`src/rtl/pong_game_ctrl_if.sv`:
```
// pong_game_ctrl_if: frame/button/datapath signals between the pong game sequencer and its surroundings
//   master: the sequencer (consumes frame_tick, btn_start, ball_miss, paddle_hit; drives the rest)
//   slave : the VGA timing / datapath side
interface pong_game_ctrl_if;
   logic       frame_tick;
   logic       btn_start;
   logic       ball_miss;
   logic       paddle_hit;
   logic       game_enable;
   logic       dp_rst_n;
   logic [7:0] score;
   logic [1:0] lives;
   logic [2:0] state;
   logic       game_over;
   modport master (
      input  frame_tick, btn_start, ball_miss, paddle_hit,
      output game_enable, dp_rst_n, score, lives, state, game_over
   );
   modport slave (
      output frame_tick, btn_start, ball_miss, paddle_hit,
      input  game_enable, dp_rst_n, score, lives, state, game_over
   );
endinterface

```
`src/rtl/pong_game_ctrl.sv`:
```
// pong_game_ctrl: per-frame match sequencer (IDLE/SERVE/PLAY/POINT/OVER) driving the pong datapath
//   clk, rst_n (async active-low)
//   bus.frame_tick/btn_start/ball_miss/paddle_hit in; bus.game_enable/dp_rst_n/score/lives/state/game_over out
module pong_game_ctrl #(
   parameter int LIVES         = 3,
   parameter int SERVE_FRAMES  = 60,
   parameter int POINT_FRAMES  = 30,
   parameter int SPEEDUP_SCORE = 8
) (
   input  logic               clk,
   input  logic               rst_n,
   pong_game_ctrl_if.master   bus
);
   localparam int CW = 16;
   typedef enum logic [2:0] {IDLE = 3'd0, SERVE = 3'd1, PLAY = 3'd2, POINT = 3'd3, OVER = 3'd4} state_t;
   state_t          st;
   logic [7:0]      score_r;
   logic [1:0]      lives_r;
   logic [CW-1:0]   cnt;
   logic            start_q, hit_q, armed, parity, en_r, dp_r, over_r;
   logic            start_edge, hit_edge;
   // armed only sets once the button has been seen released, so a press held through reset never starts a game
   assign start_edge = armed & bus.btn_start & ~start_q;
   assign hit_edge   = bus.paddle_hit & ~hit_q;
   assign bus.game_enable = en_r;
   assign bus.dp_rst_n    = dp_r;
   assign bus.score       = score_r;
   assign bus.lives       = lives_r;
   assign bus.state       = st;
   assign bus.game_over   = over_r;
   always_ff @(posedge clk or negedge rst_n)
      if (!rst_n) begin
         st      <= IDLE;
         score_r <= '0;
         lives_r <= 2'(LIVES);
         cnt     <= '0;
         start_q <= 1'b0;
         hit_q   <= 1'b0;
         armed   <= 1'b0;
         parity  <= 1'b0;
         en_r    <= 1'b0;
         dp_r    <= 1'b0;
         over_r  <= 1'b0;
      end else begin
         start_q <= bus.btn_start;
         hit_q   <= bus.paddle_hit;
         en_r    <= 1'b0;
         if (!bus.btn_start) armed <= 1'b1;
         case (st)
            IDLE, OVER:
               if (start_edge) begin
                  st      <= SERVE;
                  score_r <= '0;
                  lives_r <= 2'(LIVES);
                  cnt     <= CW'(SERVE_FRAMES);
                  dp_r    <= 1'b0;
                  over_r  <= 1'b0;
               end
            SERVE:
               if (bus.frame_tick) begin
                  if (cnt == CW'(1)) begin
                     st     <= PLAY;
                     parity <= 1'b0;
                     dp_r   <= 1'b1;
                  end else cnt <= cnt - CW'(1);
               end
            PLAY:
               // a miss wins over a same-cycle hit and suppresses the step pulse
               if (bus.ball_miss) begin
                  if (lives_r == 2'd1) begin
                     lives_r <= 2'd0;
                     st      <= OVER;
                     over_r  <= 1'b1;
                  end else begin
                     lives_r <= lives_r - 2'd1;
                     st      <= POINT;
                     cnt     <= CW'(POINT_FRAMES);
                     dp_r    <= 1'b0;
                  end
               end else begin
                  if (hit_edge && score_r != 8'hff) score_r <= score_r + 8'd1;
                  if (bus.frame_tick) begin
                     parity <= ~parity;
                     en_r   <= (int'(score_r) >= SPEEDUP_SCORE) | ~parity;
                  end
               end
            POINT:
               if (bus.frame_tick) begin
                  if (cnt == CW'(1)) begin
                     st  <= SERVE;
                     cnt <= CW'(SERVE_FRAMES);
                  end else cnt <= cnt - CW'(1);
               end
            default: st <= IDLE;
         endcase
      end
endmodule
```
`src/flat_wrapper.sv`:
```
// flat-port wrapper written by rule: the top's interface ports become plain ports
module pong_game_ctrl_flat 
#(
   parameter int LIVES         = 3,
   parameter int SERVE_FRAMES  = 60,
   parameter int POINT_FRAMES  = 30,
   parameter int SPEEDUP_SCORE = 8
)
  (clk, rst_n, bus_frame_tick, bus_btn_start, bus_ball_miss, bus_paddle_hit, bus_game_enable, bus_dp_rst_n, bus_score, bus_lives, bus_state, bus_game_over);
  pong_game_ctrl_if bus_i ();
  input  logic clk;
  input  logic rst_n;
  input wire logic [$bits(bus_i.frame_tick)-1:0] bus_frame_tick;
  input wire logic [$bits(bus_i.btn_start)-1:0] bus_btn_start;
  input wire logic [$bits(bus_i.ball_miss)-1:0] bus_ball_miss;
  input wire logic [$bits(bus_i.paddle_hit)-1:0] bus_paddle_hit;
  output wire logic [$bits(bus_i.game_enable)-1:0] bus_game_enable;
  output wire logic [$bits(bus_i.dp_rst_n)-1:0] bus_dp_rst_n;
  output wire logic [$bits(bus_i.score)-1:0] bus_score;
  output wire logic [$bits(bus_i.lives)-1:0] bus_lives;
  output wire logic [$bits(bus_i.state)-1:0] bus_state;
  output wire logic [$bits(bus_i.game_over)-1:0] bus_game_over;
  assign bus_i.frame_tick = bus_frame_tick;
  assign bus_i.btn_start = bus_btn_start;
  assign bus_i.ball_miss = bus_ball_miss;
  assign bus_i.paddle_hit = bus_paddle_hit;
  assign bus_game_enable = bus_i.game_enable;
  assign bus_dp_rst_n = bus_i.dp_rst_n;
  assign bus_score = bus_i.score;
  assign bus_lives = bus_i.lives;
  assign bus_state = bus_i.state;
  assign bus_game_over = bus_i.game_over;
  pong_game_ctrl #(.LIVES(LIVES), .SERVE_FRAMES(SERVE_FRAMES), .POINT_FRAMES(POINT_FRAMES), .SPEEDUP_SCORE(SPEEDUP_SCORE)) u_core (.clk(clk), .rst_n(rst_n), .bus(bus_i));
endmodule
```
`config.mk`:
```
export PLATFORM = sky130hd
export DESIGN_NAME = pong_game_ctrl_flat
export DESIGN_NICKNAME = d
export VERILOG_FILES = /design/src/rtl/pong_game_ctrl_if.sv /design/src/rtl/pong_game_ctrl.sv /design/src/flat_wrapper.sv
export SDC_FILE = /design/constraint.sdc
export NUM_CORES = 1
export LEC_CHECK = 0
export ABC_AREA = 1
export BUFFER_PORTS_ARGS = -buffer_cell sky130_fd_sc_hd__buf_2
export CORE_ASPECT_RATIO = 1.25
export CORE_MARGIN = 2
export CORE_UTILIZATION = 42
export DETAILED_ROUTE_END_ITERATION = 16
export GPL_TIMING_DRIVEN = 0
export SYNTH_ARGS = -nofsm -noshare
export SYNTH_HDL_FRONTEND = slang
export SYNTH_SLANG_ARGS = --single-unit
```
`constraint.sdc`:
```
create_clock -name clk -period 3.58 [get_ports clk]
set_input_delay 0.179 -clock clk [delete_from_list [all_inputs] [get_ports clk]]
set_output_delay 0.179 -clock clk [all_outputs]
set_load 0.005 [all_outputs]
```
# Yosys cells after proc, flatten, opt, wreduce, memory -nomap -nowiden
# Index checks and enable logic that the tools add are counted.
# word_totals
reg_bits	36
input_bits	6
out_inout_bits	16
wordCells	96
# op_classes
n_addsub	3
order_cmp	1
n_eq_ne	19
n_mux	41
bitwise	7
n_reduce_logical	14
# op_table
cell	count
2-to-1 mux 16 bit	7
one-hot mux 16 bit (4 select lines)	1
2-to-1 mux 8 bit	3
2-to-1 mux 3 bit	7
equality test 16 x 1 -> 1 bit (second input constant)	1
one-hot mux 8 bit (2 select lines)	1
subtractor 16 x 1 -> 16 bit (second input constant)	1
2-to-1 mux 1 bit	14
inequality test 2 bit (second input constant)	7
one-hot mux 3 bit (4 select lines)	1
AND reduction 6 bit	2
inequality test 2 x 1 -> 1 bit (second input constant)	5
adder 8 x 1 -> 8 bit (second input constant)	1
greater-or-equal comparator 8 x 4 -> 1 bit (second input constant)	1
inequality test 8 bit (second input constant)	1
AND reduction 4 bit	2
AND reduction 7 bit	1
equality test 3 x 2 -> 1 bit (second input constant)	2
2-to-1 mux 2 bit	3
AND reduction 5 bit	1
one-hot mux 1 bit (2 select lines)	2
one-hot mux 2 bit (2 select lines)	1
nonzero test 2 bit	2
nonzero test 4 bit	1
other kinds (13)	17

# Depth between registers and ports, before layout
# Gate-level depths: netlist (run 1).
# logic_depth
word_depth	6
depth_mapped	12
depth_no_buf	12

# Worst setup path after synthesis (run 1)
# Ideal clock, no wire load.
# synth_timing
path_kind	reg-to-reg
start	register u_core.cnt[1]
end	register u_core.cnt[10]
setup_ns	0.117
t_arrival_ns	1.425
required_ns	3.463
slack_ns	2.038
path_stages_with_launch	12
n_path_buf	0
period_less_slack_ns	1.542
cell_sequence	dfrtp_1 > inv_1 > ha_1 > inv_1 > nor2_1 > nand2_1 > nor2_2 > nand2_1 > o21ai_2 > nand2_1 > nand2_1 > nor2_1
# synth_via
elab_chain_cells	4
elab_cells_between_ends	9
classes_between	1 x add/sub; 2 x eq/ne; 5 x mux; 1 x reduce/logical
# synth_rtl
item	line_no	text
from (decl)	pong_game_ctrl.sv:19	logic [CW-1:0] cnt;
from (signal assigned)	pong_game_ctrl.sv:55	cnt <= CW'(SERVE_FRAMES);
from (signal assigned)	pong_game_ctrl.sv:65	end else cnt <= cnt - CW'(1);
from (signal assigned)	pong_game_ctrl.sv:77	cnt <= CW'(POINT_FRAMES);
subtractor 16 x 1 -> 16 bit or equality test 16 x 1 -> 1 bit (tied branches)	--	
2-to-1 mux 16 bit (on tied branches)	pong_game_ctrl.sv:89, pong_game_ctrl.sv:61	
2-to-1 mux 16 bit (on tied branches)	pong_game_ctrl.sv:88, pong_game_ctrl.sv:60	
one-hot mux 16 bit (4 select lines)	pong_game_ctrl.sv:49	case (st)
# Several ways; a longest one is shown, not always the timed one. The select of a mux whose other input is x is not followed.
# A chain may end at the register's enable or synchronous reset.

# Worst setup path after layout (run 1)
# layout_timing
start	register u_core.score_r[1], in the netlist u_core.bus.score[1]
end	register u_core.score_r[7], in the netlist u_core.bus.score[7]
# layout_via
elab_chain_cells	4
elab_cells_between_ends	8
classes_between	1 x add/sub; 2 x eq/ne; 3 x mux; 2 x reduce/logical
# layout_rtl
item	line_no	text
from (decl)	pong_game_ctrl.sv:17	logic [7:0] score_r;
from (signal assigned)	pong_game_ctrl.sv:81	if (hit_edge && score_r != 8'hff) score_r <= score_r + 8'd1;
adder 8 x 1 -> 8 bit or inequality test 8 bit (tied branches)	pong_game_ctrl.sv:81	
2-to-1 mux 8 bit or logical AND 1 bit (tied branches)	pong_game_ctrl.sv:81	
2-to-1 mux 8 bit or inequality test 2 x 1 -> 1 bit (tied branches)	--	
one-hot mux 8 bit (2 select lines) or AND reduction 4 bit (tied branches)	--	
# Several ways; a longest one is shown, not always the timed one. The select of a mux whose other input is x is not followed.

==> results of run 1 <==
worst register-to-register path, stage by stage, from the launching register on:
cell      delay (ps)
dfrtp_1          460
ha_1             230
nand2_1           60
inv_1             70
nand2_1           80
o21ai_0          370
nand2_1          110
nand3b_1         250
o21ai_0          110
power groups by stage:
stage | sequential, mW | clock, mW | combinational (mW)
after CTS | 0.597 | 0.366 | 1.09
after global routing | 0.609 | 0.385 | 1.23
final | 0.598 | 0.360 | 1.07
after global placement | 0.602 | 0 | 1.08
after detailed placement | 0.604 | 0 | 1.09
after floorplan | 0.587 | 0 | 0.827
cell usage in the layout, fill, tap and decap left out, types with 3 or more instances in the layout:
| master | Yosys | final |
|---|---|---|
| a21oi_1 | 3 | 3 |
| buf_2 | 1 | 22 |
| clkbuf_8 | 0 | 5 |
| dfrtp_1 | 34 | 34 |
| ha_1 | 5 | 5 |
| inv_1 | 37 | 37 |
| inv_2 | 5 | 5 |
| nand2_1 | 124 | 124 |
| nand2_2 | 3 | 3 |
| nand3_1 | 31 | 31 |
| nand4_1 | 9 | 9 |
| nor2_1 | 40 | 40 |
| nor2_2 | 5 | 5 |
| nor3_1 | 10 | 10 |
| o21ai_0 | 10 | 10 |
| o21ai_1 | 3 | 3 |
| xor2_1 | 4 | 4 |
registers in the layout, summed over array words and instances, names as in the netlist:
name	cells
u_core.armed	1
u_core.bus.dp_rst_n	1
u_core.bus.game_enable	1
u_core.bus.game_over	1
u_core.bus.lives	2
u_core.bus.score	8
u_core.bus.state	3
u_core.cnt	16
u_core.hit_q	1
u_core.parity	1
u_core.start_q	1
cells by family after synthesis:
| kind of cell | Yosys count | share of synthesized area (%) |
|---|---|---|
| adders and majority gates | 5 | 2.59 |
| AOI/OAI and AO/OA | 22 | 5.55 |
| and+or+nand+nor | 235 | 45.1 |
| DFF | 36 | 37.4 |
| xor gates and xnor gates | 5 | 1.82 |
| buffers and inverters | 45 | 7.52 |
per-layer routing:
layer	vias to the layer above	global-route usage, %	routed length (um)
met3	8	3.08	129
met4	0	8.75	91
li1	1165	-	-
met5	-	0	0
met1	1023	22.9	2470
met2	30	35.9	2940
per-stage QoR:
step                      setup WS (ps)  instances  util [%]  instance area, um^2
after floorplan                    2040        348         -                 2410
after global placement             1740        433      47.4                 2600
after detailed placement           1710        433      47.4                 2600
after CTS                          1690        441      49.4                 2710
after global routing               1540        442      49.5                 2720
final                              1710        442      49.5                 2720
worst paths after layout:
check                                           startpoint                              end  slack [ps]  cells past startpoint
hold / removal                                       rst_n        u_core.cnt[6]$_DFFE_PN0P_         -20                      1
min in group clk                             bus_btn_start         u_core.start_q$_DFF_PN0_          20                      1
hold reg to reg                   u_core.armed$_DFFE_PN0N_         u_core.armed$_DFFE_PN0N_         460                      2
setup / recovery           u_core.bus.score[1]$_DFFE_PN0P_  u_core.bus.score[7]$_DFFE_PN0P_        1710                      8
setup reg to reg           u_core.bus.score[1]$_DFFE_PN0P_  u_core.bus.score[7]$_DFFE_PN0P_        1710                      8
max in group asynchronous                            rst_n       u_core.cnt[14]$_DFFE_PN0P_        3080                      1
final cells by class:
type,count,area (um^2),area share (%)
clock inverters,2,35.0,1.29
well taps,64,80.1,2.95
plain buffers,3,23.8,0.876
repair buffers,22,115,4.24
flip-flops and latches,36,903,33.3
multi-input cells,267,1330,48.9
clock buffers,6,72.6,2.67
inverters,42,158,5.81
what timing repair did:
item | CTS | global route
buffers inserted | 0 | 0
hold buffers | 0 | 1
endpoints found under the setup margin | 0 | 0
gates resized for setup | 0 | 0
endpoints found under the hold margin | 0 | 1
==> results.json, run 1 <==
{
  "cp-start-kind": "flop",
  "synth_commonest_cells": "124 x nand2_1, 40 x nor2_1, 37 x inv_1",
  "grt_setup_unrepaired": "false",
  "start_util_pct": 44.0,
  "drt.antenna.violating_nets": 0,
  "clk_pin_slew_ps": 80,
  "crit_chain": "ha_1 -> nand2_1 -> inv_1 -> nand2_1 -> o21ai_0 -> nand2_1 -> nand3b_1 -> o21ai_0",
  "clkSinkCount": 36,
  "drive_gt1_share_pct": 15.6,
  "fp.dieW_um": 71.8,
  "dieArea_um2": 6370,
  "nFillCells": 566,
  "slew_viol_final": 0,
  "critPathSlowestCell": "dfrtp_1",
  "p_seq_share_pct": 29.4,
  "crit_arrival_ps": 2050,
  "cellPowerDensity_nw_per_um2": 749,
  "routed_wl_um": 5640,
  "critPathBufInv": 1,
  "critPathTopFamily": "simple AND/OR/NAND/NOR gates",
  "syn_nets": 359,
  "p_switching_mw": 0.967,
  "clockBufferDepth": 2,
  "period_minus_slack_ps": 1870,
  "relSlewSlack_pct": 45.9,
  "maxCapViolations": 0,
  "hpwl_um": 4350,
  "grt_use_total_pct": 19.8,
  "syn_to_final_growth_pct": 12.6,
  "routedWlPerCell_um": 12.7,
  "synth_area_leaders": "dfrtp_1 35%, nand2_1 19%, nand3_1 6.4%, nor2_1 6.2%, inv_1 5.8%",
  "antenna_found_initial": 0,
  "peakVddDrop_uv": 349,
  "via_per_inst": 5.04,
  "yosys_register_bits": 36,
  "cellLeakagePower_nw": 1.47,
  "cp_slowest_stage_delay_ps": 460,
  "p_total_mw": 2.03,
  "drc_errors": 0,
  "p_int_mw": 1.06,
  "place.gp.congestion": 0.871,
  "worstHoldPathType": "input port to asynchronous set/reset pin",
  "core_um2": 5480,
  "synthesis.area_um2": 2410,
  "ys.flop_type": "dfrtp_1",
  "io_pins": 22,
  "io_buffers": 21,
  "synth_edf_count": 0,
  "yosysSeqAreaShare_pct": 37.4,
  "row_count": 30,
  "worst_hold_slack_ps": -23.0,
  "fin_crit_sh_pct": 52.3,
  "grt_overflow_total": 0,
  "setup_violations": 0,
  "synth_top_area_share_pct": 35.3,
  "clkPwrFrac_pct": 17.7,
  "cts_buffers": 5,
  "crit_type": "flop to flop",
  "max_slew.worst_pin.slew_ps": 811,
  "fin_worst_skew_ps": 6.35,
  "ys_types": 34,
  "setup_tns_ps": 0,
  "cts-root-buf": "clkbuf_8",
  "synth_most_common_cell": "nand2_1",
  "violations": "negative hold slack",
  "h-tree-depth": 2,
  "clock_latency_ps": 290,
  "nNetsFinal": 388,
  "async_reset_ff_share_pct": 100,
  "grt_pass1_vias": 2141,
  "route.vias.total": 2226,
  "grt_pass1_wl_um": 9760,
  "max_freq_mhz": 534,
  "synthCells": 348,
  "crit_top_cell": "nand2_1",
  "outcome": "finished, violations left",
  "yosysTopAreaCell": "dfrtp_1",
  "drt-initial-drc-count": 93,
  "swShare_pct": 47.6,
  "cts_tree": "yes",
  "synth_warnings": 0,
  "grt_max_degree": 37,
  "worst-path-max-fanout": 6,
  "drt_first_pass_iters": 4,
  "syn_area_per_cell_um2": 6.93,
  "cp.required_ps": 3750,
  "hold_viol_final": 34,
  "combPwrFrac_pct": 52.9,
  "n_antenna_cell": 0,
  "setup.worst_path.end_class": "flop",
  "die-height_um": 88.7
}
(Power assumes the default switching activity.)
==> inputs of run 2 (changes only) <==
==> constraint.sdc (replaced) <==
create_clock -name clk -period 1.86 [get_ports clk]
set_input_delay 0.093 -clock clk [delete_from_list [all_inputs] [get_ports clk]]
set_output_delay 0.093 -clock clk [all_outputs]
set_load 0.005 [all_outputs]
==> run 2 against run 1 <==
The run now ends clean. Global-route usage barely moved. Maximum frequency rose by 7.2%. Die area did not move. Non-clock buffer count rose by 3. Sequential share of layout area fell by 0.88 points. Clock skew rose by 1.2 ps. Critical path type unchanged. Critical endpoint is now u_core.cnt[0]$_DFFE_PN0P_.
==> results.json, run 2 (synthesis gave the netlist of run 1 again) <==
{
  "r2r_start": "u_core.bus.lives[1]$_DFFE_PN1P_",
  "cellLeakagePower_nw": 1.49,
  "combPwrFrac_pct": 54.1,
  "grt_use_total_pct": 19.8,
  "nNetsFinal": 391,
  "grt_overflow_total": 0,
  "row_count": 30,
  "dieArea_um2": 6370,
  "h-tree-depth": 2,
  "clockBufferDepth": 2,
  "cts_buffers": 5,
  "period_minus_slack_ps": 1750,
  "clk_pin_slew_ps": 80,
  "worst_hold_slack_ps": 113,
  "start_util_pct": 44.0,
  "antenna_found_initial": 0,
  "top_register": "u_core.cnt",
  "fp.dieW_um": 71.8,
  "cts-root-buf": "clkbuf_8",
  "routedWlPerCell_um": 12.7,
  "ff2ff_setup_slack_ps": 110,
  "crit_arrival_ps": 1980,
  "via_per_inst": 4.99,
  "p_total_mw": 4.02,
  "die-height_um": 88.7,
  "worst-path-max-fanout": 10,
  "setup.worst_path.end_class": "flop",
  "hold_viol_final": 0,
  "max_freq_mhz": 572,
  "clkPwrFrac_pct": 17.2,
  "drive_gt1_share_pct": 17.8,
  "critPathTopFamily": "simple AND/OR/NAND/NOR gates",
  "route.vias.total": 2221,
  "largest_register_ffs": 16,
  "register_area_um2": 903,
  "hpwl_um": 4350,
  "drt-initial-drc-count": 87,
  "slew_viol_final": 0,
  "outcome": "completed",
  "grt_setup_unrepaired": "true",
  "io_buffers": 21,
  "r2r_cells": 9,
  "final_cell_area_um2": 2790,
  "multi_input_area_um2": 1370,
  "dpl_cell_area_um2": 2600,
  "relSlewSlack_pct": 46.1,
  "core_um2": 5480,
  "fin_worst_skew_ps": 7.60,
  "peakVddDrop_uv": 694,
  "maxCapViolations": 0,
  "cp.required_ps": 2090,
  "nFillCells": 557,
  "cts_tree": "yes",
  "cp-start-kind": "flop",
  "r2r_end": "u_core.cnt[0]$_DFFE_PN0P_",
  "routed_wl_um": 5640,
  "grt_pass1_wl_um": 9780,
  "syn_to_final_growth_pct": 15.6,
  "drc_errors": 0,
  "io_pins": 22,
  "p_seq_share_pct": 28.7,
  "grt_pass1_vias": 2147,
  "crit_top_cell": "nand2_1",
  "worstHoldPathType": "input port to flop",
  "crit_chain": "inv_1 -> ha_1 -> nand4_2 -> nand3_4 -> nor2_8 -> nand3_2 -> nor2_2 -> nand2_1 -> nand2_1",
  "setup_violations": 0,
  "max_slew.worst_pin.slew_ps": 808,
  "drt_first_pass_iters": 5,
  "min_to": "u_core.bus.game_enable$_DFF_PN0_",
  "final_cell_mix": "121 x nand2_1, 39 x nor2_1, 36 x inv_1",
  "grt_max_degree": 37,
  "final_common_cell": "nand2_1",
  "place.gp.congestion": 0.871,
  "p_int_mw": 2.10,
  "holdPathStages": 3,
  "clock_latency_ps": 290,
  "cellPowerDensity_nw_per_um2": 1440,
  "drt.antenna.violating_nets": 0,
  "p_switching_mw": 1.92,
  "critPathBufInv": 1,
  "crit_type": "flop to flop",
  "swShare_pct": 47.7,
  "cp_slowest_stage_delay_ps": 530,
  "clkSinkCount": 36,
  "n_antenna_cell": 0,
  "fin_crit_sh_pct": 94.0,
  "hp-start": "bus_frame_tick",
  "critPathSlowestCell": "dfstp_2"
}
==> run 2: changes by cell type in the layout (fill, tap and decap cells not counted), sizes merged <==
cell	change
buf	+1
dlygate4sd3	+2
==> run 2: per-stage QoR <==
step	setup TNS, ps	util, %	worst slack (ps)	std cells
2_1_floorplan	0	-	318	348
3_3_place_gp	0	47.4	24.2	433
3_5_place_dp	-11.8	47.4	-11.8	433
4_1_cts	0	49.9	16.6	444
5_1_grt	-33.2	50.9	-16.9	445
6_report	0	50.9	112	445
==> run 2: layout make-up <==
type / count / share of cell area (%)
sequential: 36 / 32.4
buffer: 3 / 0.852
multi-input combinational: 267 / 49.3
inverter: 42 / 5.65
clock inverter: 2 / 1.26
tap: 64 / 2.87
clock buffer: 6 / 2.60
timing repair buffer: 25 / 5.11
==> run 2: power by group through the flow <==
| stage | clock network [mW] | logic [mW] | registers, mW |
|---|---|---|---|
| 6_report | 0.692 | 2.17 | 1.15 |
| 5_1_grt | 0.741 | 2.49 | 1.17 |
| 4_1_cts | 0.705 | 2.11 | 1.15 |
| 3_5_place_dp | 0 | 2.09 | 1.16 |
| 3_3_place_gp | 0 | 2.08 | 1.16 |
| 2_1_floorplan | 0 | 1.59 | 1.13 |
==> run 2: how the worst max path moves through the flow <==
stage | from | endpoint | slack [ps] | cells after the start
2_1_floorplan | u_core.cnt[1]$_DFFE_PN0P_ | u_core.cnt[10]$_DFFE_PN0P_ | 320 | 11
3_3_place_gp | u_core.bus.score[1]$_DFFE_PN0P_ | u_core.bus.score[7]$_DFFE_PN0P_ | 20 | 8
3_5_place_dp | u_core.bus.score[1]$_DFFE_PN0P_ | u_core.bus.score[7]$_DFFE_PN0P_ | -10 | 8
4_1_cts | u_core.cnt[1]$_DFFE_PN0P_ | u_core.cnt[10]$_DFFE_PN0P_ | 20 | 11
5_1_grt | u_core.bus.lives[1]$_DFFE_PN1P_ | u_core.cnt[11]$_DFFE_PN0P_ | -20 | 9
6_report | u_core.bus.lives[1]$_DFFE_PN1P_ | u_core.cnt[0]$_DFFE_PN0P_ | 110 | 9
==> run 2: worst min-delay path, stage by stage <==
cell	delay, ps
buf_2	100
inv_1	110
nor3_1	70
==> run 2: repair_timing <==
| action | 4_1_cts | 5_1_grt |
|---|---|---|
| setup endpoints to repair | 4 | 19 |
| resized for setup | 1 | 12 |
| cloned | 0 | 0 |
| buffers inserted | 0 | 1 |
| hold buffers | 3 | 0 |
| hold endpoints to repair | 37 | 0 |
| pin swaps | 0 | 2 |
==> run 2: layer usage <==
layer / wire length, um / up-vias / GRT usage (%)
met2: 2940 / 30 / 35.9
li1: - / 1174 / -
met3: 147 / 9 / 3.08
met5: 0 / - / 0
met4: 97 / 0 / 8.75
met1: 2460 / 1008 / 23.0
